--- src/rtl/access_controller_p.sv ---
// Keypad access controller: digit-by-digit password check against an external ROM,
// load-button gating while granted, lockout after repeated failures. Optional relock via ACCESS_RELOCK_EN.
module access_controller_p #(
    parameter int DIGITS      = 4,
    parameter int DIGIT_W     = 4,
    parameter int LOAD_CH     = 2,
    parameter int MAX_FAIL    = 3,
    parameter int LOCK_CYCLES = 1000,
    localparam int AW = $clog2(DIGITS),
    localparam int FW = $clog2(MAX_FAIL + 1),
    localparam int LW = $clog2(LOCK_CYCLES + 1)
) (
    input  logic               clk,
    input  logic               reset,
    input  logic               bt_check,
    input  logic               bt_relock,
    input  logic [DIGIT_W-1:0] sw_check,
    input  logic [DIGIT_W-1:0] rom_q,
    input  logic [LOAD_CH-1:0] bt_loadin,
    output logic [AW-1:0]      addr_pt,
    output logic [LOAD_CH-1:0] bt_loadout,
    output logic [1:0]         led_indicate,
    output logic [FW-1:0]      fail_cnt,
    output logic [1:0]         state_dbg
);

    typedef enum logic [1:0] {
        ST_ENTRY   = 2'd0,
        ST_EVAL    = 2'd1,
        ST_GRANTED = 2'd2,
        ST_LOCKOUT = 2'd3
    } state_t;

    localparam logic [AW-1:0] LAST_ADDR = AW'(DIGITS - 1);
    localparam logic [AW-1:0] ADDR_ONE  = AW'(1);
    localparam logic [FW-1:0] FAIL_ONE  = FW'(1);
    localparam logic [FW-1:0] FAIL_LAST = FW'(MAX_FAIL - 1);
    localparam logic [FW-1:0] FAIL_MAX  = FW'(MAX_FAIL);
    localparam logic [LW-1:0] LOCK_INIT = LW'(LOCK_CYCLES);
    localparam logic [LW-1:0] LOCK_ONE  = LW'(1);

    state_t             state_q, state_d;
    logic [AW-1:0]      addr_d;
    logic [FW-1:0]      fail_d;
    logic               mismatch_q, mismatch_d;
    logic [LW-1:0]      lock_q, lock_d;
    logic [LOAD_CH-1:0] load_d;
    logic               check_q;
    logic               armed_q;
    logic               check_press;

    // armed_q keeps a button already held low at reset release from looking like a press
    assign check_press = armed_q & check_q & ~bt_check;

`ifdef ACCESS_RELOCK_EN
    logic relock_q;
    logic relock_press;
    assign relock_press = armed_q & relock_q & ~bt_relock;

    always_ff @(posedge clk or negedge reset) begin
        if (!reset) relock_q <= 1'b1;
        else        relock_q <= bt_relock;
    end
`else
    logic relock_unused;
    assign relock_unused = bt_relock;
`endif

    always_ff @(posedge clk or negedge reset) begin
        if (!reset) begin
            state_q    <= ST_ENTRY;
            addr_pt    <= '0;
            fail_cnt   <= '0;
            mismatch_q <= 1'b0;
            lock_q     <= '0;
            check_q    <= 1'b1;
            armed_q    <= 1'b0;
            bt_loadout <= '1;
        end else begin
            state_q    <= state_d;
            addr_pt    <= addr_d;
            fail_cnt   <= fail_d;
            mismatch_q <= mismatch_d;
            lock_q     <= lock_d;
            check_q    <= bt_check;
            armed_q    <= 1'b1;
            bt_loadout <= load_d;
        end
    end

    always_comb begin
        state_d    = state_q;
        addr_d     = addr_pt;
        fail_d     = fail_cnt;
        mismatch_d = mismatch_q;
        lock_d     = lock_q;
        case (state_q)
            ST_ENTRY: begin
                if (check_press) begin
                    mismatch_d = mismatch_q | (sw_check != rom_q);
                    if (addr_pt == LAST_ADDR) begin
                        addr_d  = '0;
                        state_d = ST_EVAL;
                    end else begin
                        addr_d = addr_pt + ADDR_ONE;
                    end
                end
            end
            ST_EVAL: begin
                mismatch_d = 1'b0;
                if (!mismatch_q) begin
                    state_d = ST_GRANTED;
                    fail_d  = '0;
                end else if (fail_cnt < FAIL_LAST) begin
                    state_d = ST_ENTRY;
                    fail_d  = fail_cnt + FAIL_ONE;
                end else begin
                    state_d = ST_LOCKOUT;
                    fail_d  = FAIL_MAX;
                    lock_d  = LOCK_INIT;
                end
            end
            ST_GRANTED: begin
`ifdef ACCESS_RELOCK_EN
                if (relock_press) begin
                    state_d = ST_ENTRY;
                    addr_d  = '0;
                end
`endif
            end
            ST_LOCKOUT: begin
                // counter is loaded on entry, so LOCK_CYCLES cycles are spent here
                lock_d = (lock_q == '0) ? '0 : lock_q - LOCK_ONE;
                if (lock_q <= LOCK_ONE) begin
                    state_d = ST_ENTRY;
                    fail_d  = '0;
                    addr_d  = '0;
                end
            end
            default: state_d = ST_ENTRY;
        endcase
    end

    always_comb begin
        load_d = (state_d == ST_GRANTED) ? bt_loadin : '1;
        case (state_q)
            ST_GRANTED: led_indicate = 2'b10;
            ST_LOCKOUT: led_indicate = 2'b11;
            default:    led_indicate = 2'b01;
        endcase
        state_dbg = state_q;
    end

endmodule

--- config.mk ---
export PLATFORM = sky130hd
export DESIGN_NAME = access_controller_p
export DESIGN_NICKNAME = d
export VERILOG_FILES = /design/src/rtl/access_controller_p.sv
export SDC_FILE = /design/constraint.sdc
export NUM_CORES = 1
export LEC_CHECK = 0
export ABC_AREA = 1
export BUFFER_PORTS_ARGS = -buffer_cell sky130_fd_sc_hd__buf_2
export CAP_MARGIN = 15
export CORE_MARGIN = 2
export CORE_UTILIZATION = 45
export CTS_CLUSTER_DIAMETER = 80
export DETAILED_ROUTE_END_ITERATION = 8
export HOLD_SLACK_MARGIN = 0.08
export PLACE_DENSITY = 0.67
export SYNTH_ARGS = -nofsm -noshare
export SYNTH_HDL_FRONTEND = slang
export SYNTH_SLANG_ARGS = --single-unit
--- constraint.sdc ---
create_clock -name clk -period 1.62 [get_ports clk]
set_input_delay 0.081 -clock clk [delete_from_list [all_inputs] [get_ports clk]]
set_output_delay 0.081 -clock clk [all_outputs]
set_load 0.01 [all_outputs]
==> results.py, run 1 <==
metrics = {
    "logic_synthesis": {
        "yosysTopAreaCellShare_pct": 35.4,
        "ys_warn_count": 0,
        "synth_fa_ha_area_share_pct": 3.94,
        "syn_area_per_cell_um2": 7.66,
        "synth_cell_types": 34,
        "synth_area_leaders": "dfrtp_1 (35%), nand2_1 (12%), dfstp_2 (6.2%), inv_1 (5.6%), nand3_1 (5.1%)",
        "netlist_instances": 166,
        "synth_flop_cell": "dfrtp_1",
        "synth_simple_gate_area_share_pct": 33.4,
        "ys_top_cells_by_count": "nand2_1 (40), inv_1 (19), dfrtp_1 (18)",
        "synth_edf_count": 0,
        "syn_area_mm2": 0.00127,
        "yosys.area_share.xor_xnor_pct": 2.76,
        "async_reset_ff_share_pct": 100,
        "synth_top_area_cell": "dfrtp_1",
        "synthesis.nets": 184,
        "ys_seq_elements": 21,
        "yosys.cell_count.top_type": "nand2_1",
        "synth_top_family_by_area": "simple AND/OR/NAND/NOR gates",
        "synthMuxAreaShare_pct": 0,
        "yosysSeqAreaShare_pct": 41.6,
        "synth_compound_area_share_pct": 9.06,
    },
    "pwr": {
        "switching_share_pct": 46.5,
        "p_leak_nw": 0.820,
        "power_frac_comb_pct": 53.4,
        "power_switching_w": 0.00113,
        "power_density_mw_per_mm2": 1650,
        "peakVddDrop_mv": 1.18,
        "p_clk_share_pct": 10.7,
        "power.internal_w": 0.00130,
        "pwr-share-seq_pct": 35.9,
    },
    "critical_path": {
        "crit_arrival_ns": 1.72,
        "slowest_delay_ns": 0.45,
        "path_max_fanout": 5,
        "crit_family": "simple AND/OR/NAND/NOR gates",
        "cp_common_cell": "inv_2",
        "crit_path_top_delay_cell": "dfrtp_1",
        "cp-start-kind": "register",
        "worstPathCellList": "inv_2, ha_1, or2_1, nand4_2, nand2_1, inv_2, nand3_1",
        "criticalPathCategory": "register to register",
        "cp-end-kind": "register",
        "crit_buf_inv": 2,
        "cp.required_ns": 1.87,
    },
    "outcome": {
        "outcome": "finished clean",
    },
    "sta": {
        "fin_skew_ns": 0.0102,
        "finalHoldViolations": 0,
        "setup_viol_count_final": 0,
        "fin_crit_ns": 1.48,
        "tns_ns": 0,
        "drv_slew": 0,
        "clock.fmax_ghz": 0.677,
        "fin_crit_sh_pct": 91.1,
        "rsz0062_at_grt": "false",
    },
    "global_route": {
        "grtUsageMet3_pct": 2.72,
        "grt_pass1_wl_mm": 4.60,
        "grt_max_degree": 22,
        "antenna_found_initial": 0,
        "grt.busiest_layer": "met2",
        "use_met2_pct": 33.0,
        "grt_use_met1_pct": 20.6,
        "grt_pass1_vias": 1124,
        "globalRouteTotalUtil_pct": 17.6,
        "grt_overflow_total": 0,
    },
    "job": {
        "maxCapViolCount": 0,
    },
    "clocking": {
        "numCtsBuffers": 3,
        "post_cts_buffers": 0,
        "clockRootBuffer": "clkbuf_4",
        "clk_latency_ns": 0.31,
        "path_clk_slew_ns": 0.13,
        "htree_levels": 1,
        "cts_tree": "yes",
        "ctsLongestPathBuffers": 2,
        "cts_sinks": 21,
    },
    "drt": {
        "vias_per_cell": 5.02,
        "route.detailed.drc": 0,
        "ant_nets": 0,
        "first_pass_iters": 4,
        "routed_wl_mm": 2.60,
        "num_vias": 1124,
        "drt_iter0_markers": 69,
        "wl_per_cell_um": 11.6,
    },
    "floorplanning": {
        "coreArea_mm2": 0.00271,
        "die_area_mm2": 0.00327,
        "rows": 19,
        "io_pins": 24,
        "initial_core_util_pct": 46.9,
        "die_x_um": 57.2,
        "die_h_um": 57.2,
    },
    "layout": {
        "fill_cells": 264,
        "layout-drive-gt1-share_pct": 27.5,
        "final_cells": 224,
        "nNetsFinal": 212,
        "multi_input_area_um2": 633,
        "area.growth.synth_to_final_pct": 15.8,
        "register_area_um2": 529,
        "antenna_cells": 0,
    },
    "placed_design": {
        "hpwl_mm": 1.92,
        "portBuffers": 22,
        "place.gp.congestion": 0.815,
        "place_inst": 216,
    },
    "hold_path": {
        "hold_class": "input pin to register",
    },
}
[registers in the layout (all words and copies together), names as in the netlist]
name / flops
lock_q: 10
state_dbg: 2
mismatch_q: 1
fail_cnt: 2
check_q: 1
bt_loadout: 2
armed_q: 1
addr_pt: 2
[per-stage QoR]
step | cell area (um^2) | util (%) | setup slack (ns) | power, W | hold WS, ns
after floorplan | 1270 | - | 0.280 | 0.00186 | -0.215
final | 1470 | 54.3 | 0.144 | 0.00243 | 0.135
after CTS | 1470 | 54.2 | 0.0214 | 0.00244 | 0.135
after detailed placement | 1400 | 51.7 | 0.0497 | 0.00217 | 0.0707
after global routing | 1470 | 54.3 | 0.0268 | 0.00269 | 0.150
after global placement | 1400 | 51.7 | 0.173 | 0.00212 | 0.0607
[tightest hold or removal path, stage by stage]
cell	delay, ns
buf_2	0.09
nand2_1	0.05
nand4_1	0.09
nand2_1	0.05
nand2_1	0.05
[cells in the final DEF (no fill, tap or decap), types with 2 or more instances in the layout]
cell type | synthesis | layout
inv_2 | 6 | 7
dfstp_2 | 3 | 3
nand3_1 | 13 | 13
dlygate4sd3_1 | 0 | 4
o21ai_1 | 4 | 4
xor2_1 | 2 | 2
inv_1 | 19 | 18
clkbuf_4 | 0 | 3
buf_2 | 1 | 22
o21bai_1 | 3 | 3
nand2_1 | 40 | 40
dfrtp_1 | 18 | 18
ha_1 | 4 | 4
o21ai_0 | 3 | 3
a21oi_1 | 4 | 4
nand4_1 | 2 | 2
nor2_4 | 2 | 2
nor2_1 | 15 | 15
xnor2_1 | 2 | 2
nand2_2 | 6 | 6
nor2_2 | 4 | 4
[per-layer routing]
layer	routed length (um)	vias to the layer above	share of wire (%)
met3	94	2	3.6
met2	1280	23	49
met5	0	-	0
li1	-	573	-
met4	11	0	0.42
met1	1220	526	47
[worst paths after layout]
path,depth (start not counted),end,start,slack (ns)
hold reg to reg,2,addr_pt[1],addr_pt[1],0.54
max in group asynchronous,2,check_q,reset,1.01
setup / recovery,7,bt_loadout[1],lock_q[0],0.14
hold / removal,5,mismatch_q,rom_q[3],0.14
min in group asynchronous,2,state_dbg[1],reset,0.25
setup reg to reg,7,bt_loadout[1],lock_q[0],0.14
[layout make-up]
class | instances | area share [%]
flip-flops and latches | 21 | 35.9
clock inverters | 1 | 0.340
well taps | 31 | 2.63
multi-input cells | 117 | 43.0
inverters | 25 | 6.37
clock buffers | 3 | 1.53
repair buffers | 26 | 10.2
[logic make-up (layout without fill, tap and decap cells)]
family,after synthesis,after routing
flip-flops,21,21
AO/OA/AOI/OAI,19,19
XOR/XNOR,4,4
adder cells (fa/ha/maj),4,4
buffers and inverters,28,55
AND/OR/NAND/NOR,89,89
other,1,1
[power groups by stage]
stage | Clock [W] | Combinational, W | Sequential (W)
2_1_floorplan | 0 | 0.000989 | 0.000872
3_3_place_gp | 0 | 0.00125 | 0.000871
3_5_place_dp | 0 | 0.00129 | 0.000877
4_1_cts | 0.000268 | 0.00131 | 0.000867
5_1_grt | 0.000285 | 0.00152 | 0.000891
6_report | 0.000261 | 0.00130 | 0.000872
[what timing repair did]
item	in CTS	in global routing
endpoints found under the hold margin	24	0
endpoints found under the setup margin	0	8
hold buffers	4	0
resized for setup	0	2
(Power assumes the default switching activity.)
==> run 2, diff against run 1 <==
==> constraint.sdc (replaced) <==
create_clock -name clk -period 1.62 [get_ports clk]
set_input_delay 0.162 -clock clk [delete_from_list [all_inputs] [get_ports clk]]
set_output_delay 0.162 -clock clk [all_outputs]
set_load 0.01 [all_outputs]
==> run 2 against run 1 <==
  * Sequential share of layout area rose by 0.12 points
  * Maximum frequency rose by 2.4%
  * Routed wire length fell by 5.0%
  * Largest cell class unchanged
  * Critical endpoint is now fail_cnt[0]
  * Die area did not move
  * Hold slack improved by 0.041 ns
  * Clock skew rose by 0.0028 ns
  * Sequential cell count did not move
==> results.py, run 2 (synthesized netlist as in run 1, its figures left out) <==
metrics = {
    "drt": {
        "ant_nets": 0,
        "num_vias": 1092,
        "drt_iter0_markers": 53,
        "routed_wl_mm": 2.47,
        "route.detailed.drc": 0,
        "vias_per_cell": 4.88,
        "first_pass_iters": 4,
        "wl_per_cell_um": 11.0,
    },
    "critical_path": {
        "crit_path_top_delay_cell": "dfrtp_1",
        "path_max_fanout": 5,
        "criticalPathCategory": "register to register",
        "slowest_delay_ns": 0.44,
        "crit_arrival_ns": 1.71,
        "cp-start-kind": "register",
        "cp.required_ns": 1.88,
        "cp-end-kind": "register",
        "worstPathCellList": "inv_2, ha_1, or2_1, nand3_2, nand2_2, nand2_1, nand2_1, nand2_1",
        "cp_common_cell": "nand2_1",
    },
    "sta": {
        "fin_crit_sh_pct": 89.0,
        "clock.fmax_ghz": 0.694,
        "tns_ns": 0,
        "finalHoldViolations": 0,
        "drv_slew": 0,
        "fin_skew_ns": 0.0131,
        "setup_viol_count_final": 0,
        "fin_crit_ns": 1.44,
        "rsz0062_at_grt": "false",
    },
    "placed_design": {
        "portBuffers": 22,
        "place_inst": 216,
        "place.gp.congestion": 0.811,
        "hpwl_mm": 1.83,
    },
    "layout": {
        "final_common_cell": "nand2_1",
        "fill_cells": 265,
        "largest_reg_flops": 10,
        "nNetsFinal": 212,
        "top_register": "lock_q",
        "antenna_cells": 0,
        "final_cells": 224,
        "layout-drive-gt1-share_pct": 26.9,
        "register_area_um2": 529,
        "final_cell_mix": "nand2_1 (40), buf_2 (22), inv_1 (18), dfrtp_1 (18), nor2_1 (15)",
        "final_util_pct": 54.2,
        "multi_input_area_um2": 628,
        "area.growth.synth_to_final_pct": 15.5,
    },
    "clocking": {
        "clockRootBuffer": "clkbuf_4",
        "ctsLongestPathBuffers": 2,
        "numCtsBuffers": 3,
        "path_clk_slew_ns": 0.13,
        "post_cts_buffers": 0,
        "htree_levels": 1,
        "clk_latency_ns": 0.31,
        "cts_sinks": 21,
        "cts_tree": "yes",
    },
    "pwr": {
        "p_leak_nw": 0.817,
        "power_density_mw_per_mm2": 1640,
        "peakVddDrop_mv": 1.30,
        "finalPower_w": 0.00241,
    },
    "global_route": {
        "antenna_found_initial": 0,
        "grt_pass1_wl_mm": 4.37,
        "grt_overflow_total": 0,
        "grt_pass1_vias": 1062,
        "grt_max_degree": 22,
        "globalRouteTotalUtil_pct": 16.9,
    },
    "floorplanning": {
        "initial_core_util_pct": 46.9,
        "die_x_um": 57.2,
        "rows": 19,
        "die_area_mm2": 0.00327,
        "io_pins": 24,
        "die_h_um": 57.2,
        "coreArea_mm2": 0.00271,
    },
    "outcome": {
        "outcome": "finished clean",
    },
    "job": {
        "maxCapViolCount": 0,
    },
    "hold_path": {
        "hold_class": "input pin to register",
    },
}
[run 2: cell counts in the layout (fill, tap and decap cells not counted)]
Identical to the previous run, type by type.
[run 2: where the power goes]
part           total [W]  internal (W)  switching, W
clock           0.000261     0.0000922      0.000169
combinational    0.00128      0.000520      0.000758
sequential      0.000869      0.000685      0.000185
total            0.00241       0.00130       0.00111
[run 2: critical path: cells and delay by family, from the launching register on]
| kind | cells | cell delay (ns) |
|---|---|---|
| and+or+nand+nor | 6 | 0.64 |
| adders and majority gates | 1 | 0.24 |
| buffers and inverters | 1 | 0.08 |
| DFF | 1 | 0.44 |
[run 2: worst paths after layout]
path	from	to	slack, ns	cells past startpoint
hold / removal	rom_q[3]	mismatch_q	0.18	5
setup / recovery	lock_q[0]	fail_cnt[0]	0.18	8
hold reg to reg	addr_pt[1]	addr_pt[1]	0.54	2
max in group asynchronous	reset	check_q	0.94	2
setup reg to reg	lock_q[0]	fail_cnt[0]	0.18	8
min in group asynchronous	reset	state_dbg[1]	0.32	2
[run 2: through the flow]
| step | setup slack [ns] | hold slack (ns) | area (um^2) |
|---|---|---|---|
| after floorplan | 0.280 | -0.134 | 1270 |
| after global placement | 0.174 | 0.142 | 1400 |
| after detailed placement | 0.141 | 0.151 | 1400 |
| after CTS | 0.121 | 0.175 | 1470 |
| after global routing | 0.0600 | 0.212 | 1470 |
| final | 0.178 | 0.176 | 1470 |
[run 2: timing repair]
action,CTS,global route
hold buffers,4,0
resized for setup,0,1
endpoints found under the hold margin,21,0
setup endpoints to repair,0,1
[run 2: cell type report]
class	instances	area share, %
inverters	25	6.39
multi-input cells	117	42.8
well taps	31	2.64
flip-flops and latches	21	36.1
clock buffers	3	1.53
clock inverters	1	0.341
repair buffers	26	10.2
[run 2: per-layer routing]
layer	GRT usage (%)	part of all wire (%)
met1	20.3	47
met2	30.4	50
met3	2.72	3.0
met4	5.98	0.69
met5	0	0
==> run 3, diff against run 2 <==
--- a/config.mk
+++ b/config.mk
@@ -6,14 +6,14 @@
 export NUM_CORES = 1
 export LEC_CHECK = 0
 export ABC_AREA = 1
-export BUFFER_PORTS_ARGS = -buffer_cell sky130_fd_sc_hd__buf_2
 export CAP_MARGIN = 15
 export CORE_MARGIN = 2
-export CORE_UTILIZATION = 45
+export CORE_UTILIZATION = 35
 export CTS_CLUSTER_DIAMETER = 80
 export DETAILED_ROUTE_END_ITERATION = 8
+export DONT_BUFFER_PORTS = 1
 export HOLD_SLACK_MARGIN = 0.08
-export PLACE_DENSITY = 0.67
+export SETUP_SLACK_MARGIN = 0.2
 export SYNTH_ARGS = -nofsm -noshare
 export SYNTH_HDL_FRONTEND = slang
 export SYNTH_SLANG_ARGS = --single-unit
==> run 3 against run 2 <==
  * Sequential power up 4.9%
  * Core utilization decreased by 7.7 points
  * Die area up 26%
  * Combinational power grew 20%
  * Sequential cell count unchanged
  * Global-route usage decreased by 2.8 points
  * Largest power group unchanged
==> results.py, run 3 (synthesized netlist as in run 1, its figures left out) <==
metrics = {
    "pwr": {
        "power_frac_comb_pct": 56.4,
        "power_density_mw_per_mm2": 1700,
        "peakVddDrop_mv": 0.832,
        "p_leak_nw": 0.807,
        "power_switching_w": 0.00129,
        "power.internal_w": 0.00141,
        "switching_share_pct": 47.7,
        "pwr-share-seq_pct": 33.7,
        "p_clk_share_pct": 9.8,
    },
    "layout": {
        "final_cells": 228,
        "stdcell_area_mm2": 0.00159,
        "nNetsFinal": 201,
        "antenna_cells": 0,
        "final_cell_mix": "nand2_1 (34), inv_1 (17), nor2_1 (15), dfrtp_1 (14), nand3_1 (12)",
        "area.growth.synth_to_final_pct": 24.9,
        "largest_reg_flops": 10,
        "fill_cells": 340,
        "top_register": "lock_q",
        "layout-drive-gt1-share_pct": 30.8,
        "final_util_pct": 46.5,
        "final_common_cell": "nand2_1",
    },
    "global_route": {
        "grt_max_degree": 22,
        "globalRouteTotalUtil_pct": 14.1,
        "grt_overflow_total": 0,
        "grt_pass1_wl_mm": 4.60,
        "antenna_found_initial": 0,
        "grt_pass1_vias": 1080,
    },
    "hold_path": {
        "hold_class": "input pin to register",
        "min_path_cells": 4,
    },
    "clocking": {
        "htree_levels": 1,
        "path_clk_slew_ns": 0.12,
        "numCtsBuffers": 3,
        "clockRootBuffer": "clkbuf_4",
        "clk_latency_ns": 0.32,
        "ctsLongestPathBuffers": 2,
        "cts_tree": "yes",
        "cts_sinks": 21,
    },
    "placed_design": {
        "place_inst": 210,
        "hpwl_mm": 1.89,
        "place.gp.congestion": 0.827,
        "post-place-ws_ns": 0.114,
        "portBuffers": 0,
        "placed_cell_area_mm2": 0.00132,
    },
    "drt": {
        "first_pass_iters": 3,
        "routed_wl_mm": 2.83,
        "vias_per_cell": 4.88,
        "ant_nets": 0,
        "drt_iter0_markers": 14,
        "wl_per_cell_um": 12.4,
        "num_vias": 1113,
        "route.detailed.drc": 0,
    },
    "critical_path": {
        "crit_path_top_delay_cell": "dfrtp_1",
        "crit_buf_inv": 2,
        "worstPathCellList": "inv_2, ha_4, nor3b_4, nand2_4, nand2_1, nand2_1, o21ai_1, inv_1",
        "slowest_delay_ns": 0.42,
        "r2r_end": "lock_q[6]",
        "cp-end-kind": "register",
        "criticalPathCategory": "register to register",
        "rr_startpoint": "lock_q[1]",
        "cp.required_ns": 1.84,
        "cp-startpoint": "lock_q[1]",
        "cp-start-kind": "register",
        "cp_common_cell": "nand2_1",
        "crit_cells": 8,
        "path_max_fanout": 7,
        "crit_family": "simple AND/OR/NAND/NOR gates",
        "rrSetupSlack_ns": 0.24,
        "endpoint": "lock_q[6]",
        "crit_arrival_ns": 1.61,
        "reg2reg_depth": 8,
    },
    "sta": {
        "setup_ws_ns": 0.238,
        "rsz0062_at_grt": "true",
        "clock.fmax_ghz": 0.724,
        "fin_skew_ns": 0.00194,
        "setup_viol_count_final": 0,
        "fin_crit_ns": 1.38,
        "fin_crit_sh_pct": 85.3,
        "tightest_slew_ns": 0.950,
        "tns_ns": 0,
        "relSlewSlack_pct": 36.4,
        "drv_slew": 0,
        "finalHoldViolations": 0,
    },
    "floorplanning": {
        "die_h_um": 64.3,
        "io_pins": 24,
        "die_x_um": 64.3,
        "die_area_mm2": 0.00413,
        "coreArea_mm2": 0.00342,
        "rows": 21,
        "initial_core_util_pct": 37.2,
    },
    "outcome": {
        "outcome": "finished clean",
    },
    "job": {
        "maxCapViolCount": 0,
    },
}
## run 3: layer usage
layer,share of wire (%),GRT usage (%),vias to the layer above
li1,-,-,557
met1,45,17.9,530
met2,49,23.2,19
met3,2.8,1.58,7
met4,2.9,7.98,0
met5,0,0,-
## run 3: final cells by class
cell class | instances | area [um^2] | share of cell area [%]
clock buffer | 3 | 22.5 | 1.42
sequential | 21 | 534 | 33.6
timing repair buffer | 15 | 131 | 8.27
clock inverter | 1 | 5.00 | 0.315
tap | 46 | 57.6 | 3.62
inverter | 25 | 93.8 | 5.91
multi-input combinational | 117 | 743 | 46.8
## run 3: worst min path at each step
stage                         from      endpoint
after CTS                 bt_check    mismatch_q
after floorplan              reset    addr_pt[0]
after global placement       reset  state_dbg[1]
after global routing      bt_check    mismatch_q
after detailed placement     reset    addr_pt[0]
final                     bt_check    mismatch_q
## run 3: timing repair
| item | 4_1_cts | 5_1_grt |
|---|---|---|
| hold buffers | 6 | 0 |
| endpoints found under the setup margin | 18 | 15 |
| hold endpoints to repair | 25 | 0 |
| pin swaps | 3 | 6 |
| gates resized for setup | 3 | 27 |
| setup buffers | 1 | 7 |
## run 3: tightest hold or removal path: cells and delay by family
family	cells	cell delay, ns
simple gates	4	0.29
## run 3: power groups by stage
stage                     clock network (W)  registers, W  logic [W]
after detailed placement                  0      0.000913    0.00119
after global routing               0.000298      0.000932    0.00171
after CTS                          0.000276      0.000905    0.00124
final                              0.000266      0.000912    0.00153
after global placement                    0      0.000907    0.00115
after floorplan                           0      0.000872   0.000989
## run 3: through the flow
stage          hold slack [ns]  total power [W]
6_report                 0.154          0.00270
5_1_grt                  0.144          0.00294
4_1_cts                  0.144          0.00242
3_5_place_dp            -0.133          0.00210
3_3_place_gp            -0.133          0.00205
2_1_floorplan           -0.134          0.00186
